--- config.mk ---
export PLATFORM = sky130hd
export DESIGN_NAME = ctrl_vector_sequencer
export DESIGN_NICKNAME = d
export VERILOG_FILES = /design/src/rtl/ctrl_vector_sequencer.sv
export SDC_FILE = /design/constraint.sdc
export NUM_CORES = 1
export LEC_CHECK = 0
export CAP_MARGIN = 20
export CORE_ASPECT_RATIO = 0.5
export CORE_MARGIN = 2
export CORE_UTILIZATION = 61
export CTS_CLUSTER_DIAMETER = 200
export DETAILED_ROUTE_END_ITERATION = 10
export GPL_ROUTABILITY_DRIVEN = 0
export PLACE_DENSITY = 0.8
export SLEW_MARGIN = 20
export SYNTH_ARGS = -nofsm -noshare
export SYNTH_HDL_FRONTEND = slang
export SYNTH_SLANG_ARGS = --single-unit
--- constraint.sdc ---
create_clock -name Clock -period 3.3 [get_ports Clock]
set_input_delay 0.33 -clock Clock [delete_from_list [all_inputs] [get_ports Clock]]
set_output_delay 0.33 -clock Clock [all_outputs]
set_load 0.005 [all_outputs]
--- src/rtl/ctrl_vector_sequencer.sv ---
// Control-word player/checker: drives preloaded vectors onto a datapath bus,
// samples the observed result SETTLE cycles later and counts masked mismatches.
module ctrl_vector_sequencer #(
    parameter int VEC_W  = 42,
    parameter int OBS_W  = 8,
    parameter int DEPTH  = 16,
    parameter int SETTLE = 1,
    parameter int ERR_W  = 8,
    localparam int AW    = $clog2(DEPTH)
) (
    input  logic             Clock,
    input  logic             Reset,
    input  logic             LoadEn,
    input  logic [AW-1:0]    LoadAddr,
    input  logic [VEC_W-1:0] LoadVec,
    input  logic [OBS_W-1:0] LoadExp,
    input  logic [OBS_W-1:0] LoadMask,
    input  logic [AW:0]      NumVec,
    input  logic             Start,
    input  logic             StepMode,
    input  logic             StepReq,
    input  logic             Abort,
    input  logic [OBS_W-1:0] ObsIn,
    output logic [VEC_W-1:0] CtrlWord,
    output logic             CtrlValid,
    output logic             Busy,
    output logic             Done,
    output logic [AW-1:0]    VecIdx,
    output logic [ERR_W-1:0] ErrCount,
    output logic             FirstErr,
    output logic [AW-1:0]    FirstIdx
);

    localparam int SW = (SETTLE > 1) ? $clog2(SETTLE) : 1;
    localparam logic [SW-1:0] SETTLE_LAST = SW'((SETTLE > 1) ? SETTLE - 2 : 0);
    localparam logic [AW:0] DEPTH_N = (AW+1)'(DEPTH);

    typedef enum logic [2:0] {
        S_IDLE,
        S_APPLY,
        S_SETTLE,
        S_CHECK,
        S_PAUSE,
        S_DONE
    } state_t;

    state_t state_q, state_d;

    logic [VEC_W-1:0] vec_mem  [DEPTH];
    logic [OBS_W-1:0] exp_mem  [DEPTH];
    logic [OBS_W-1:0] mask_mem [DEPTH];

    logic [OBS_W-1:0] exp_q;
    logic [OBS_W-1:0] mask_q;
    logic [AW:0]      num_q;
    logic [SW-1:0]    settle_cnt;
    logic [AW-1:0]    apply_idx;
    logic             start_go;
    logic             score;
    logic             mismatch;
    logic             last;

    assign start_go  = ((state_q == S_IDLE) || (state_q == S_DONE)) && Start;
    assign score     = (state_q == S_CHECK) && !Abort;
    assign mismatch  = |((ObsIn ^ exp_q) & mask_q);
    assign last      = ({1'b0, VecIdx} == (num_q - 1'b1));
    assign Busy      = (state_q != S_IDLE) && (state_q != S_DONE);
    assign CtrlValid = Busy;
    assign Done      = (state_q == S_DONE);

    // Store is not reset; writes land in any state.
    always_ff @(posedge Clock) begin
        if (LoadEn) begin
            vec_mem[LoadAddr]  <= LoadVec;
            exp_mem[LoadAddr]  <= LoadExp;
            mask_mem[LoadAddr] <= LoadMask;
        end
    end

    always_comb begin
        apply_idx = VecIdx;
        if (start_go) begin
            apply_idx = '0;
        end else if ((state_q == S_CHECK) || (state_q == S_PAUSE)) begin
            apply_idx = VecIdx + 1'b1;
        end
    end

    always_ff @(posedge Clock or posedge Reset) begin
        if (Reset) begin
            state_q <= S_IDLE;
        end else begin
            state_q <= state_d;
        end
    end

    // Abort outranks step requests and end-of-run.
    always_comb begin
        state_d = state_q;
        unique case (state_q)
            S_IDLE, S_DONE: begin
                if (Start) state_d = (NumVec == '0) ? S_DONE : S_APPLY;
            end
            S_APPLY: begin
                if (Abort) state_d = S_DONE;
                else state_d = (SETTLE > 1) ? S_SETTLE : S_CHECK;
            end
            S_SETTLE: begin
                if (Abort) state_d = S_DONE;
                else if (settle_cnt == SETTLE_LAST) state_d = S_CHECK;
            end
            S_CHECK: begin
                if (Abort) state_d = S_DONE;
                else if (last) state_d = S_DONE;
                else if (StepMode) state_d = S_PAUSE;
                else state_d = S_APPLY;
            end
            S_PAUSE: begin
                if (Abort) state_d = S_DONE;
                else if (StepReq || !StepMode) state_d = S_APPLY;
            end
            default: state_d = S_IDLE;
        endcase
    end

    always_ff @(posedge Clock or posedge Reset) begin
        if (Reset) begin
            CtrlWord   <= '0;
            VecIdx     <= '0;
            ErrCount   <= '0;
            FirstErr   <= 1'b0;
            FirstIdx   <= '0;
            exp_q      <= '0;
            mask_q     <= '0;
            num_q      <= '0;
            settle_cnt <= '0;
        end else begin
            if (start_go) begin
                num_q    <= (NumVec > DEPTH_N) ? DEPTH_N : NumVec;
                ErrCount <= '0;
                FirstErr <= 1'b0;
                FirstIdx <= '0;
            end
            if (state_d == S_APPLY) begin
                CtrlWord <= vec_mem[apply_idx];
                exp_q    <= exp_mem[apply_idx];
                mask_q   <= mask_mem[apply_idx];
            end else if (state_d == S_DONE) begin
                CtrlWord <= '0;
            end
            if (start_go || (state_d == S_APPLY)) begin
                VecIdx <= apply_idx;
            end
            settle_cnt <= (state_q == S_SETTLE) ? settle_cnt + 1'b1 : '0;
            if (score && mismatch) begin
                if (ErrCount != '1) ErrCount <= ErrCount + 1'b1;
                if (!FirstErr) begin
                    FirstErr <= 1'b1;
                    FirstIdx <= VecIdx;
                end
            end
        end
    end

endmodule

* Yosys cells after proc, flatten, opt, wreduce, memory -nomap -nowiden
Memory sizes are Yosys's and may differ from the RTL's. A register that Yosys moved wholly into a read port is not among the register bits. Cells that the tools add are included.
Word-level totals: flip-flop bits (word level) 68, memory bits (writable) 928, bits of input ports 82, output and inout bits 62, word-level logic and storage cells 72, memories 3
Memory list:
- vec_mem | depth 16, width 42, read ports 1, clocked after Yosys merged registers in 0, wr ports 1, RTL line 49 | logic [VEC_W-1:0] vec_mem [DEPTH];
- exp_mem | depth 16, width 8, read ports 1, clocked after Yosys merged registers in 1, wr ports 1, RTL line 50 | logic [OBS_W-1:0] exp_mem [DEPTH];
- mask_mem | depth 16, width 8, read ports 1, clocked after Yosys merged registers in 1, wr ports 1, RTL line 51 | logic [OBS_W-1:0] mask_mem [DEPTH];
Cells by class: add/sub/neg operators 4, order comparisons 1, equality and inequality tests 10, muxes and demuxes 28, bitwise logic cells 2, reduce and logical (&&, ||, !) cells 16
Operator list (number):
- $mux 42 | 2
- $mux 3 | 10
- $mux 8 | 3
- $mux 4 | 5
- $pmux 3 s5 | 1
- $eq 3x3->1 const B | 3
- $add 8x1->8 const B | 1
- $and 8x8->8 | 1
- $ne 8x8->1 const B | 1
- $reduce_or 8->1 | 1
- $xor 8x8->8 | 1
- $eq 3x1->1 const B | 2
- $eq 3x2->1 const B | 2
- $mux 1 | 6
- $eq 4x5->1 | 1
- $gt 5x5->1 const B | 1
- $logic_not 5->1 | 1
- $mux 5 | 1
- $sub 5x1->5 const B | 1
- $add 4x1->4 const B | 1
- $logic_and 1x1->1 | 4
- $logic_or 1x1->1 | 4
- $logic_not 3->1 | 1
- $ne 3x3->1 const B | 1
- other kinds (5) | 6

* Logic depth before layout (Yosys ltp)
depth in word-level cells 8, gate-level depth with buffers 13, gate-level depth less buffers 9

* Worst setup path before layout
OpenSTA, ideal clock, no wires.
path kind in2reg, start input LoadAddr[2], end memory exp_mem[0][0], enable pin, setup time 0.546 ns, arrival time 4.791 ns, data required time 2.754 ns, path slack -2.037 ns, stages 2, buffers on the path 0, cells stage by stage or3b_2 nor3_1
RTL lines:
- start, declared | RTL line 14 | input logic [AW-1:0] LoadAddr,
- end, declared | RTL line 50
No word-level cell before the write port.

* Final worst setup path
start register VecIdx[1], end register CtrlWord[1]
On the way: cells in the longest elaborated chain, start to end 6, elaborated cells on any way between the ends 12, those cells by class 1 x add/sub; 3 x eq/ne; 6 x mux; 1 x reduce/logical; 1 x memory
RTL lines:
- start, declared | RTL line 28 | output logic [AW-1:0] VecIdx,
- start signal, assigned | RTL line 152 | VecIdx <= apply_idx;
- branches (longest 6 deep; another with $mem_v2 16x42)
- end signal, assigned | RTL line 145 | CtrlWord <= vec_mem[apply_idx];
- end, declared | RTL line 24 | output logic [VEC_W-1:0] CtrlWord,
Several ways; the timed one is not identified. A chain may end at the register's enable or synchronous reset.

==> qor.yml <==
areaGrowthSynthToFinish_pct: 15.6
num_vias: 24300
place_inst: 3554
setup_violations: 0
power.switching_mw: 12.5
synth_area_um2: 39600
drt_pre_antenna_iters: 6
critPathLaunchType: "flip-flop"
rr_worst_depth: 9
pwr-share-comb_pct: 33.1
power.ir.vdd_worst_v: 0.000796
fill_cells: 3796
synth_top_family_by_area: "simple AND/OR/NAND/NOR gates"
avgRoutedWirePerCell_um: 26.8
min_period_ns: 3.10
seq_area_frac_synth_pct: 75.7
grt_pass1_vias: 24000
critPathArrivalTime_ns: 3.62
synth_compound_area_share_pct: 7.04
synthArstFlopShare_pct: 8.30
yosys-top-cells-area: "edfxtp_1 (70%), mux2i_1 (5.7%), dfrtp_1 (5.3%)"
routed_wl_um: 99700
clock_sinks: 1012
finalCritPeriodShare_pct: 94.0
switching_share_pct: 33.3
cts_tree: "yes"
worstPathRequired_ns: 3.82
first_iter_violations: 3380
worstSetupPathType: "reg2reg"
synthMuxAreaShare_pct: 5.85
cp-end-kind: "flip-flop"
slew_headroom_pct: 42.9
ff_latch_area_um2: 30000
avgViaCountPerCell: 6.54
multi_input_area_um2: 8970
die_area_um2: 67100
post_cts_buffers: 0
dp_hpwl_um: 52000
synth_cells: 2598
drive_above_1_share_pct: 10.1
cts.clk_slew.worst_paths_ns: 0.07
ys_warn_count: 0
hold_viol: 0
yosysTopAreaCell: "edfxtp_1"
yosys.area_share.simple_pct: 8.75
initial_core_util_pct: 62.3
synth_nets: 2683
cts-htree-levels: 3
finalNetCount: 2855
slew_viol_final: 0
synth_xor_area_share_pct: 0.332
p_leak_nw: 15.4
io_buffers: 143
core_area_um2: 63600
skew_ns: 0.0225
power_density_nw_per_um2: 823
num_io_pins: 144
grt-ovfl-total: 0
antenna_found_initial: 3
track_usage_pct: 29.8
synth_area_per_cell_um2: 15.2
timing.hold.ws_ns: 0.200
clock_latency_ns: 0.64
synth-adder-area-share_pct: 0.0948
tightest_slew_ns: 0.850
pwr-share-seq_pct: 40.3
postCtsHoldBufs: 0
internal_power_mw: 25.1
die_h_um: 184
cts.path.max_buffers: 3
synthFlopType: "edfxtp_1"
synth_top_area_share_pct: 70.4
rsz0062_at_grt: "no"
place_area_um2: 43000
power_frac_clock_pct: 26.6
clockRootBuffer: "clkbuf_16"
route.detailed.drc: 0
final_core_util_pct: 72.0
finalNonFillerCells: 3714
rows: 65
die_width_um: 364
cts_buffers: 84
synth_cell_type_count: 61
ant_nets: 0
min_path_type: "in2async"
synth_enable_flop_cells: 928
ys_ff_latch: 1012
crit_fanout: 22
clock.fmax_mhz: 322
design_area_um2: 45800
status: "finished clean"
grt_max_degree: 129
maxCapViolations: 0
grt_pass1_wl_um: 148000
## stage by stage
step | setup WS, ns | TNS [ns] | power (mW)
after floorplan | -0.484 | -86.57 | 23.4
after global placement | 0.149 | 0 | 27.2
after detailed placement | 0.0991 | 0 | 27.6
after CTS | 0.0989 | 0 | 37.5
after global routing | 0.0765 | 0 | 39.1
final | 0.198 | 0 | 37.7
## cell usage in the layout, fill, tap and decap left out, types with 19 or more instances in the layout
master / count
a21oi_1: 89
a311o_1: 42
a32o_1: 42
a32oi_1: 61
buf_12: 57
buf_4: 47
clkbuf_1: 21
clkbuf_16: 85
clkdlybuf4s50_1: 143
clkinv_2: 19
dfrtp_1: 81
edfxtp_1: 928
mux2i_1: 226
nand2_1: 512
nand3_1: 134
o21ai_0: 21
o22ai_1: 85
or4_1: 43
## power groups by stage
stage	registers, mW	logic, mW	clock network (mW)
after floorplan	15.2	8.17	0
final	15.2	12.5	10.0
after global routing	15.2	13.3	10.5
after global placement	15.4	11.8	0
after detailed placement	15.4	12.1	0
after CTS	15.2	12.3	10.0
## per-layer routing
layer | track usage (%) | wire length [um]
met5 | 0 | 0
met4 | 10.5 | 3160
met2 | 48.7 | 48100
met3 | 5.35 | 11200
met1 | 41.0 | 37300
## layout make-up
| type | instances | area share (%) |
|---|---|---|
| Clock inverter | 46 | 1.03 |
| Inverter | 11 | 0.0957 |
| Clock buffer | 110 | 4.94 |
| Multi-Input combinational cell | 1412 | 19.6 |
| Tap cell | 871 | 2.38 |
| Timing Repair Buffer | 249 | 6.45 |
| Antenna cell | 3 | 0.0164 |
| Sequential cell | 1012 | 65.5 |
## cells in the mapped netlist (6+ instances only)
cell,number
a21oi_1,89
a311o_1,42
a32o_1,42
a32oi_1,61
and3_1,9
buf_1,13
buf_2,46
buf_4,11
buf_6,18
clkbuf_1,75
dfrtp_1,84
edfxtp_1,928
inv_1,10
mux2i_1,227
nand2_1,513
nand2b_1,7
nand3_1,135
nand3b_1,6
nor2_1,27
nor3_1,9
o21ai_0,21
o21ai_1,12
o22ai_1,85
or4_1,43
xor2_1,11
## state kept, by name (all words and copies together), names as in the netlist
signal and flops:
exp_q 8, mask_q 8, settle_cnt 1, mask_mem 128, ErrCount 8, FirstIdx 4, exp_mem 128, state_q 3
FirstErr 1, VecIdx 4, num_q 5, CtrlWord 42, vec_mem 672
## worst max-delay path, stage by stage (launching register included)
cell	delay (ns)
dfrtp_1	0.56
ha_1	0.24
nand2_1	0.07
and3_1	0.22
or4_4	0.54
nand3_4	0.20
buf_12	0.24
o22ai_1	0.11
or4_1	0.55
a32o_1	0.26
## kinds of logic after synthesis
family / after synthesis
AOI/OAI and AO/OA: 385
buffers and inverters: 174
and+or+nand+nor: 778
DFF: 1012
xor gates and xnor gates: 15
adders and majority gates: 3
muxes: 231
## worst paths after layout
kind	slack, ns	start	to
setup / recovery	0.20	VecIdx[1]	CtrlWord[1]
hold / removal	0.20	Reset	FirstIdx[0]
setup reg to reg	0.20	VecIdx[1]	CtrlWord[1]
hold reg to reg	0.45	settle_cnt	settle_cnt
max in group asynchronous	2.28	Reset	CtrlWord[25]
min in group Clock	0.32	NumVec[3]	num_q[3]
## timing repair
item	CTS	global route
setup endpoints to repair	0	13
gates resized for setup	0	4
endpoints found under the hold margin	0	0
Power figures use the tool's default switching activity.
